--- config.mk ---
export PLATFORM = sky130hd
export DESIGN_NAME = bcd_up_down_counter
export DESIGN_NICKNAME = d
export VERILOG_FILES = /design/src/rtl/bcd_pkg.sv /design/src/rtl/bcd_digit.sv /design/src/rtl/bcd_up_down_counter.sv
export SDC_FILE = /design/constraint.sdc
export NUM_CORES = 1
export LEC_CHECK = 0
export BUFFER_PORTS_ARGS = -buffer_cell sky130_fd_sc_hd__buf_2
export CORE_AREA = 10 10 47 49
export CTS_CLUSTER_DIAMETER = 150
export DETAILED_ROUTE_END_ITERATION = 10
export DIE_AREA = 0 0 57 59
export GPL_ROUTABILITY_DRIVEN = 0
export GPL_TIMING_DRIVEN = 0
export SLEW_MARGIN = 5
export SYNTH_ARGS = -nofsm -noshare
export SYNTH_HDL_FRONTEND = slang
export SYNTH_SLANG_ARGS = --single-unit
--- constraint.sdc ---
create_clock -name clk -period 1.6 [get_ports clk]
set_input_delay 0.32 -clock clk [delete_from_list [all_inputs] [get_ports clk]]
set_output_delay 0.32 -clock clk [all_outputs]
set_load 0.03 [all_outputs]
--- src/rtl/bcd_pkg.sv ---
// rtl/bcd_pkg.sv - shared BCD digit type and limits
package bcd_pkg;

    typedef logic [3:0] bcd_digit_t;

    localparam bcd_digit_t BCD_MAX = 4'd9;
    localparam bcd_digit_t BCD_MIN = 4'd0;

endpackage

--- src/rtl/bcd_digit.sv ---
// rtl/bcd_digit.sv - one BCD up/down digit with carry/borrow chaining
module bcd_digit
    import bcd_pkg::*;
(
    input  logic       clk,
    input  logic       reset,
    input  logic       up_down,
    input  logic       cin,
    output bcd_digit_t q,
    output logic       cout
);

    bcd_digit_t digit_q;
    bcd_digit_t digit_d;
    logic       illegal;
    logic       at_limit;

    // Next digit value and carry/borrow out; an illegal code is always
    // corrected on the next edge, even when this digit is not stepping.
    always_comb begin
        illegal  = (digit_q > BCD_MAX);
        at_limit = up_down ? (digit_q == BCD_MAX) : (digit_q == BCD_MIN);
        cout     = cin & (at_limit | illegal);
        digit_d  = digit_q;
        if (illegal || (cin && at_limit)) begin
            digit_d = up_down ? BCD_MIN : BCD_MAX;
        end else if (cin) begin
            digit_d = up_down ? (digit_q + 4'd1) : (digit_q - 4'd1);
        end
    end

    // Digit register, cleared asynchronously while reset is low.
    always_ff @(posedge clk or negedge reset) begin
        if (!reset) begin
            digit_q <= BCD_MIN;
        end else begin
            digit_q <= digit_d;
        end
    end

    assign q = digit_q;

endmodule

--- src/rtl/bcd_up_down_counter.sv ---
// rtl/bcd_up_down_counter.sv - cascaded multi-digit BCD up/down counter
module bcd_up_down_counter
    import bcd_pkg::*;
#(
    parameter int unsigned DIGITS = 1
) (
    input  logic                  clk,
    input  logic                  reset,
    input  logic                  up_down,
    output logic [4*DIGITS-1:0]   count,
    output logic                  tc
);

    // carry[k] enables digit k; digit 0 always steps.
    logic [DIGITS:0] carry;

    assign carry[0] = 1'b1;

    for (genvar k = 0; k < DIGITS; k++) begin : g_digit
        bcd_digit_t digit_val;

        bcd_digit u_digit (
            .clk     (clk),
            .reset   (reset),
            .up_down (up_down),
            .cin     (carry[k]),
            .q       (digit_val),
            .cout    (carry[k+1])
        );

        assign count[4*k +: 4] = digit_val;
    end

    // Terminal count is the ripple carry out of the most significant digit.
    assign tc = carry[DIGITS];

endmodule

==> results of run 1 <==
## metal layers
layer | GRT usage, % | wire, um
met4 | 2.01 | 0
met1 | 3.46 | 213
met3 | 2.58 | 41
met5 | 0 | 0
met2 | 6.82 | 377
## timing repair
| item | 4_1_cts | 5_1_grt |
|---|---|---|
| resized for setup | 2 | 3 |
| cloned | 0 | 0 |
| setup endpoints to repair | 1 | 2 |
| endpoints found under the hold margin | 4 | 0 |
| buffers inserted | 3 | 0 |
| hold buffers | 1 | 0 |
## cell usage after synthesis (all sizes together)
| cell type | n | area (sq um) |
|---|---|---|
| a21boi | 1 | 7.51 |
| a21oi | 2 | 10.0 |
| inv | 3 | 11.3 |
| nand3 | 1 | 5.00 |
| xor2 | 1 | 8.76 |
| or4 | 1 | 7.51 |
| ha | 2 | 25.0 |
| fa | 1 | 20.0 |
| and3b | 1 | 8.76 |
| dfrtp | 4 | 100 |
| mux2i | 1 | 13.8 |
| nor2 | 3 | 11.3 |
| nor3 | 1 | 10.0 |
| xnor2 | 1 | 8.76 |
| a211oi | 1 | 7.51 |
## stage by stage
step           hold slack [ns]  TNS (ns)  power, uW
6_report                 0.375    -0.207       1040
5_1_grt                  0.406    -0.238       1130
4_1_cts                  0.350    -0.213       1010
3_5_place_dp             0.125    -0.247        779
3_3_place_gp             0.126    -0.223        772
2_1_floorplan           0.0244    -0.220        641
## power groups by stage
| stage | registers [uW] | clock network [uW] | logic [uW] |
|---|---|---|---|
| floorplan | 317 | 0 | 324 |
| global placement | 228 | 0 | 544 |
| global route | 223 | 144 | 763 |
| finish | 216 | 134 | 688 |
| detailed placement | 231 | 0 | 548 |
| CTS | 213 | 143 | 658 |
## kinds of logic after synthesis
logic type,Yosys count,synth area share [%]
AOI/OAI and AO/OA,4,9.81
xor gates and xnor gates,2,6.86
adders and majority gates,3,17.6
DFF,4,39.2
muxes,1,5.39
and+or+nand+nor,7,16.7
buffers and inverters,3,4.41
## path summary, 6_finish.rpt
check	to	startpoint	cells past startpoint	slack, ns
worst max-delay path	tc	g_digit[0].u_digit.q[1]	3	-0.21
max in group asynchronous	g_digit[0].u_digit.q[1]	reset	2	1.04
min in group asynchronous	g_digit[0].u_digit.q[2]	reset	2	0.43
worst max register to register	g_digit[0].u_digit.q[3]	g_digit[0].u_digit.q[1]	5	0.04
worst min register to register	g_digit[0].u_digit.q[0]	g_digit[0].u_digit.q[0]	3	0.65
worst min-delay path	g_digit[0].u_digit.q[0]	up_down	2	0.38
## area by class of cell
| type | instances | area (sq um) | share of cell area, % |
|---|---|---|---|
| Clock buffer | 4 | 26.3 | 6.36 |
| Tap cell | 16 | 20.0 | 4.85 |
| Timing Repair Buffer | 11 | 73.8 | 17.9 |
| Sequential cell | 4 | 104 | 25.2 |
| Inverter | 3 | 11.3 | 2.73 |
| Multi-Input combinational cell | 17 | 178 | 43.0 |
==> run metrics, run 1 <==
crit-path cells or4_4 -> mux2i_4 -> buf_6; crit share post-route 113%; Mean Syn Cell Area 10.6 sq um; failing checks negative setup slack; Pint 563 uW; clk_skew 0.00396 ns; worst path bufs/invs 1; Leak 0.000185 uW; Largest register FFs 4; largest net degree at the start of global routing 7; synthesized cell area 255 sq um; Syn Nets 30; switching pwr 475 uW; status finished, violations left; Nets 46; antenna violations before repair 0; min-delay worst type primary input to register; Final Hold Violating Endpoints 0; peak supply drop 1040 uV; GR Util All Layers 3.94%; drt first pass iters 1; most common cell after layout, fill and taps aside buf_2; CTS tree built; H-Tree Depth 1; worst stage delay on the critical path 0.52 ns; Clk pwr share 12.9%; first-pass GRT wire length 1050 um; routed wire length 633 um; post-route cell area 413 sq um; flops & latches, synth 4; post-DR wirelength/cell 11.5 um; antenna viol nets, final 0; Max Fclk 553 MHz; Tmin final 1.81 ns; crit path DAT 1.49 ns; Seq pwr share 20.8%; Initial Util 18.2%; Initial DRC Count 0; PnR worst setup slack -0.207 ns; crit path max fanout 2; cell total after placement 47; clk_lat worst skew 0.23 ns; # IOs 8; max cap viols 0; number of cells produced by synthesis 24; die span in x 57 um; Die Ht 59 um; Fillers 151; Max Buffers Root-to-Sink 2; worst slew pin tran 0.255 ns; core outline area 1400 sq um; Worst Setup Start Kind register; PwrDens 2510 nW/um^2; full die area 3360 sq um; CP top delay family simple AND/OR/NAND/NOR gates; combinational share of power 66.2%; WP data required 1.28 ns; share of post-route cells with drive strength above 1 56.4%; placed inst area 327 sq um; drt via density 4.09; Clock Pin Slew Worst Setup and Hold Paths 0.04 ns; Slew headroom 83.0%; Net Sw Frac 45.8%; synth unique cells 15; CTS sink cnt 4; Diodes inserted 0; pre-CTS setup slack -0.225 ns; Overflow after GRT 0; kind of critical path register to primary output; critical path endpoint category primary output; Yosys Warn Count 0; Port Buf Inserts 7; DR DRC count 0; clk root buf clkbuf_4; CP max stage cell or4_4; sequential area share after synthesis 39.2%; num rows 14; clock buffer count from CTS 3; max-slew violations 0; post-layout util 29.5%; RSZ-0062 raised after global routing true; vias in the first global route 242; final cell count without fillers 55; endpoints failing setup 1; Via Count 225; area grow syn2layout 61.8%
No activity file was read; power rests on OpenSTA's default activity.
==> run 2: changes to the inputs <==
Settings changed: PLACE_DENSITY set to 0.42.
==> run 2 against run 1 <==
Net effect: wire length fell by 3.2%; critical endpoint unchanged; via count decreased by 0.44%; worst hold slack worse by 0.0015 ns; critical path depth unchanged; the run still ends with negative setup slack left; cell count did not move; largest cell class unchanged; fmax rose by 0.55%; clock skew decreased by 0.00069 ns; sequential share of layout area is the same; total power is 0.44% lower; count of clock-buffer cells in the layout unchanged.
==> run metrics, run 2 (synthesized netlist as in run 1, its figures left out) <==
Max Fclk 556 MHz (+0.55%); Diodes inserted 0 (unchanged); Nets 46 (unchanged); PwrDens 2500 nW/um^2 (-0.44%); Via Count 224 (-0.44%); post-layout util 29.5% (unchanged); post-DR wirelength/cell 11.1 um (-3.2%); crit path max fanout 2 (unchanged); r2r setup slk 0.06 ns (+0.02 ns); clk_skew 0.00327 ns (-0.000693 ns); num rows 14 (unchanged); CP max stage cell or4_4; WP data required 1.28 ns (about the same); Final Hold Violating Endpoints 0 (unchanged); Clock Pin Slew Worst Setup and Hold Paths 0.04 ns (about the same); reg2reg path depth 5 (unchanged); area grow syn2layout 61.8% (unchanged); critical path endpoint category primary output; setup_tns -0.197 ns (+0.00987 ns); PnR worst setup slack -0.197 ns (+0.00987 ns); CTS sink cnt 4 (unchanged); worst slew pin tran 0.262 ns (+0.00696 ns); Tmin final 1.80 ns (-0.00987 ns); Die Ht 59 um (unchanged); Max Buffers Root-to-Sink 2 (unchanged); cell total after placement 47 (unchanged); failing checks negative setup slack; Leak 0.000185 uW (unchanged); Slew headroom 82.5% (-0.47 points); most common cell after layout, fill and taps aside buf_2; die span in x 57 um (unchanged); kind of critical path register to primary output; core outline area 1400 sq um (unchanged); min-delay worst type primary input to register; clk_lat worst skew 0.23 ns (about the same); CP top delay family simple AND/OR/NAND/NOR gates; post-route cell area 413 sq um (unchanged); Register Area 104 sq um (unchanged); crit path DAT 1.48 ns (about the same); full die area 3360 sq um (unchanged); peak supply drop 837 uV (-20%); RSZ-0062 raised after global routing true; Largest register FFs 4 (unchanged); first-pass GRT wire length 1130 um (+7.9%); max-slew violations 0 (unchanged); largest net degree at the start of global routing 7 (unchanged); area occupied by multi-input gates 178 sq um (unchanged); DR DRC count 0 (unchanged); crit-path cells or4_4 -> mux2i_4 -> buf_6; Worst Setup Start Kind register; final cell count without fillers 55 (unchanged); drt via density 4.07 (-0.44%); vias in the first global route 245 (+1.2%); hpwl dp 499 um; Initial Util 18.2% (unchanged); worst stage delay on the critical path 0.52 ns (about the same); antenna viol nets, final 0 (unchanged); worst path bufs/invs 1 (unchanged); placed inst area 327 sq um (unchanged); CTS tree built; clk root buf clkbuf_4; Initial DRC Count 0 (unchanged); clock buffer count from CTS 3 (unchanged); # IOs 8 (unchanged); H-Tree Depth 1 (unchanged); Port Buf Inserts 7 (unchanged); Overflow after GRT 0 (unchanged); status finished, violations left; routed wire length 613 um (-3.2%); crit share post-route 112% (-0.62 points); pre-CTS setup slack -0.254 ns (-0.0295 ns); max cap viols 0 (unchanged); WHS Path Cells 2 (unchanged); antenna violations before repair 0 (unchanged); GR Util All Layers 4.29% (+0.35 points); endpoints failing setup 1 (unchanged); Fillers 158 (+4.6%); Levels on crit path 3 (unchanged); share of post-route cells with drive strength above 1 56.4% (unchanged); drt first pass iters 1 (unchanged)
run 2: cell counts in the layout (fill, tap and decap cells not counted):
Identical to the previous run, type by type.
run 2: path summary, 6_finish.rpt:
kind / start / to
worst max-delay path: g_digit[0].u_digit.q[1] / tc
worst min-delay path: up_down / g_digit[0].u_digit.q[0]
worst max register to register: g_digit[0].u_digit.q[1] / g_digit[0].u_digit.q[3]
worst min register to register: g_digit[0].u_digit.q[0] / g_digit[0].u_digit.q[0]
max in group asynchronous: reset / g_digit[0].u_digit.q[1]
min in group asynchronous: reset / g_digit[0].u_digit.q[0]
run 2: repair_timing:
| action | CTS | global route |
|---|---|---|
| buffers inserted | 3 | 0 |
| hold buffers | 1 | 0 |
| pin swaps | 1 | 1 |
| resized for setup | 2 | 3 |
| hold endpoints to repair | 4 | 0 |
| setup endpoints to repair | 1 | 2 |
run 2: metal layers:
layer	share of wire (%)	wire length (um)	vias to the layer above	global-route usage, %
met5	0	0	-	0
met4	0	0	0	3.02
met3	3.4	21	0	1.93
met2	53	322	4	7.29
met1	44	269	108	4.07
li1	-	-	112	-
run 2: metrics by stage:
step,power [uW],hold WS [ns]
4_1_cts,1020,0.356
5_1_grt,1130,0.378
3_3_place_gp,771,0.129
6_report,1030,0.374
3_5_place_dp,784,0.128
2_1_floorplan,641,0.0244
run 2: layout make-up:
cell class,instances,share of cell area [%]
tap,16,4.85
multi-input combinational,17,43.0
timing repair buffer,11,17.9
sequential,4,25.2
clock buffer,4,6.36
inverter,3,2.73
run 2: power by group:
group	internal [uW]	switching, uW	leakage (uW)
registers	162	54.1	0.0000449
logic	308	373	0.000126
clock network	93.7	42.7	0.0000150
total	564	470	0.000185
run 2: worst register-to-register path, delay by kind of cell, from the launching register on:
kind,cells,cell delay [ns]
XOR/XNOR,1,0.12
buffers and inverters,1,0.16
flip-flops,1,0.39
multiplexers,1,0.18
AND/OR/NAND/NOR,2,0.56
==> run 3: changes to the inputs <==
Settings changed: CORE_AREA 10 10 47 49 to 2 2 39 41, DIE_AREA 0 0 57 59 to 0 0 41 43.
==> run 3 against run 2 <==
Net effect: the flow still finishes with violations (negative setup slack); register-to-register slack worse by 0.10 ns; count of clock-buffer cells in the layout stayed put; worst hold slack worse by 0.0047 ns; global-route usage is 5.2 points higher; sequential power hardly changed; critical path depth stayed put; utilization is 1.2 points higher; first-iteration DRC count stayed put.
==> run metrics, run 3 (synthesized netlist as in run 1, its figures left out) <==
failing checks negative setup slack; first-pass GRT wire length 1060 um (-6.1%); total power 1080 uW (+4.8%); PwrDens 2550 nW/um^2 (+2.1%); GR Util All Layers 9.50% (+5.2 points); die span in x 41 um (-28%); Fillers 150 (-5.1%); clk root buf clkbuf_4; reg2reg path depth 6 (+1); peak supply drop 736 uV (-12%); status finished, violations left; CTS tree built; Leak 0.000192 uW (+3.3%); post-DR wirelength/cell 10.5 um (-6.0%); Hold Path Sink g_digit[0].u_digit.q[0]; Die Ht 43 um (-27%); WP data required 1.28 ns (about the same); Via Count 234 (+4.5%); Largest register FFs 4 (unchanged); drt via density 4.18 (+2.6%); largest net degree at the start of global routing 7 (unchanged); Port Buf Inserts 7 (unchanged); antenna viol nets, final 0 (unchanged); critical path endpoint category primary output; Worst Setup Start Kind register; # IOs 8 (unchanged); crit path DAT 1.48 ns (about the same); min-delay worst type primary input to register; WHS Path Cells 2 (unchanged); crit share post-route 113% (+0.37 points); endpoints failing setup 2 (+1); vias in the first global route 258 (+5.3%); global routing met2 resource utilization 12.5% (+5.2 points); Most Crowded Layer GR met2; DR DRC count 0 (unchanged); share of post-route cells with drive strength above 1 57.5% (+1.1 points); Initial DRC Count 0 (unchanged); final cell count without fillers 56 (+1.8%); kind of critical path register to primary output; RSZ-0062 raised after global routing true; Initial Util 18.4% (+0.23 points); clk_lat worst skew 0.23 ns (about the same); H-Tree Depth 1 (unchanged); GRT met3 Usage 6.28% (+4.4 points); PnR worst setup slack -0.203 ns (-0.00597 ns); crit-path cells or4_4 -> mux2i_4 -> buf_6; met1 usage 11.8% (+7.8 points); CTS sink cnt 4 (unchanged); clk_skew 0.00223 ns (-0.00104 ns); worst slew pin tran 0.253 ns (-0.00888 ns); cell total after placement 47 (unchanged); Overflow after GRT 0 (unchanged); worst flop-to-flop path startpoint g_digit[0].u_digit.q[1]; CP max stage cell or4_4; hold path startpoint up_down; critical path startpoint g_digit[0].u_digit.q[1]; max-slew violations 0 (unchanged); Clock Pin Slew Worst Setup and Hold Paths 0.04 ns (about the same); antenna violations before repair 0 (unchanged); most common cell after layout, fill and taps aside buf_2; num rows 14 (unchanged); Max Buffers Root-to-Sink 2 (unchanged); Nets 47 (+2.2%); area grow syn2layout 66.2%; RR Endpoint g_digit[0].u_digit.q[3]; core outline area 1380 sq um (-1.2%); Tmin final 1.80 ns (+0.00597 ns); worst stage delay on the critical path 0.52 ns (about the same); Slew headroom 83.1% (+0.59 points); full die area 1760 sq um (-48%); crit path max fanout 2 (unchanged); Max Fclk 554 MHz (-0.33%); max cap viols 0 (unchanged); drt first pass iters 1 (unchanged); routed wire length 587 um (-4.2%); Diodes inserted 0 (unchanged); Final Hold Violating Endpoints 0 (unchanged); r2r setup slk -0.04 ns (-0.10 ns); clock buffer count from CTS 3 (unchanged)
[run 3: cell types whose count changed in the layout (fill, tap and decap cells not counted), sizes merged]
cell,change
buf,+1
[run 3: how the worst max path moves through the flow]
stage / to / cells after the start / slack [ns]
after floorplan: g_digit[0].u_digit.q[3] / 4 / -0.09
after global placement: tc / 4 / -0.22
after detailed placement: tc / 4 / -0.23
after CTS: tc / 3 / -0.21
after global routing: tc / 3 / -0.25
final: tc / 3 / -0.20
[run 3: power by group]
part	switching [uW]	leakage, uW	internal [uW]
Sequential	51.9	0.0000449	162
Clock	42.9	0.0000150	93.7
Combinational	390	0.000132	343
Total	485	0.000192	599
[run 3: repair_timing]
| action | CTS | global route |
|---|---|---|
| endpoints found under the setup margin | 1 | 2 |
| endpoints found under the hold margin | 4 | 0 |
| gates resized for setup | 2 | 4 |
| buffers inserted | 3 | 1 |
| pin swaps | 1 | 2 |
| hold buffers | 1 | 0 |
[run 3: critical path: cells and delay by family (launching register included)]
family | cells | cell delay, ns
buffers and inverters | 1 | 0.16
DFF | 1 | 0.39
and+or+nand+nor | 1 | 0.52
muxes | 1 | 0.18
[run 3: area by class of cell]
| cell class | instances | area [sq um] | share of cell area [%] |
|---|---|---|---|
| inverters | 3 | 11.3 | 2.65 |
| clock buffers | 4 | 26.3 | 6.19 |
| multi-input cells | 17 | 178 | 41.9 |
| flip-flops and latches | 4 | 104 | 24.5 |
| well taps | 16 | 20.0 | 4.72 |
| repair buffers | 12 | 85.1 | 20.1 |
[run 3: metal layers]
metal | up-vias | wire [um]
met3 | 0 | 61
met2 | 7 | 271
met5 | - | 0
li1 | 114 | -
met1 | 113 | 254
met4 | 0 | 0
[run 3: through the flow]
stage / instance area, sq um / setup TNS, ns / utilization (%) / hold WS, ns / worst slack, ns
3_5_place_dp: 327 / -0.275 / 23.6 / 0.126 / -0.230
6_report: 424 / -0.241 / 30.7 / 0.369 / -0.203
3_3_place_gp: 327 / -0.218 / 23.6 / 0.127 / -0.215
5_1_grt: 424 / -0.389 / 30.7 / 0.382 / -0.249
2_1_floorplan: 272 / -0.220 / - / 0.0244 / -0.0875
4_1_cts: 392 / -0.207 / 28.3 / 0.360 / -0.207
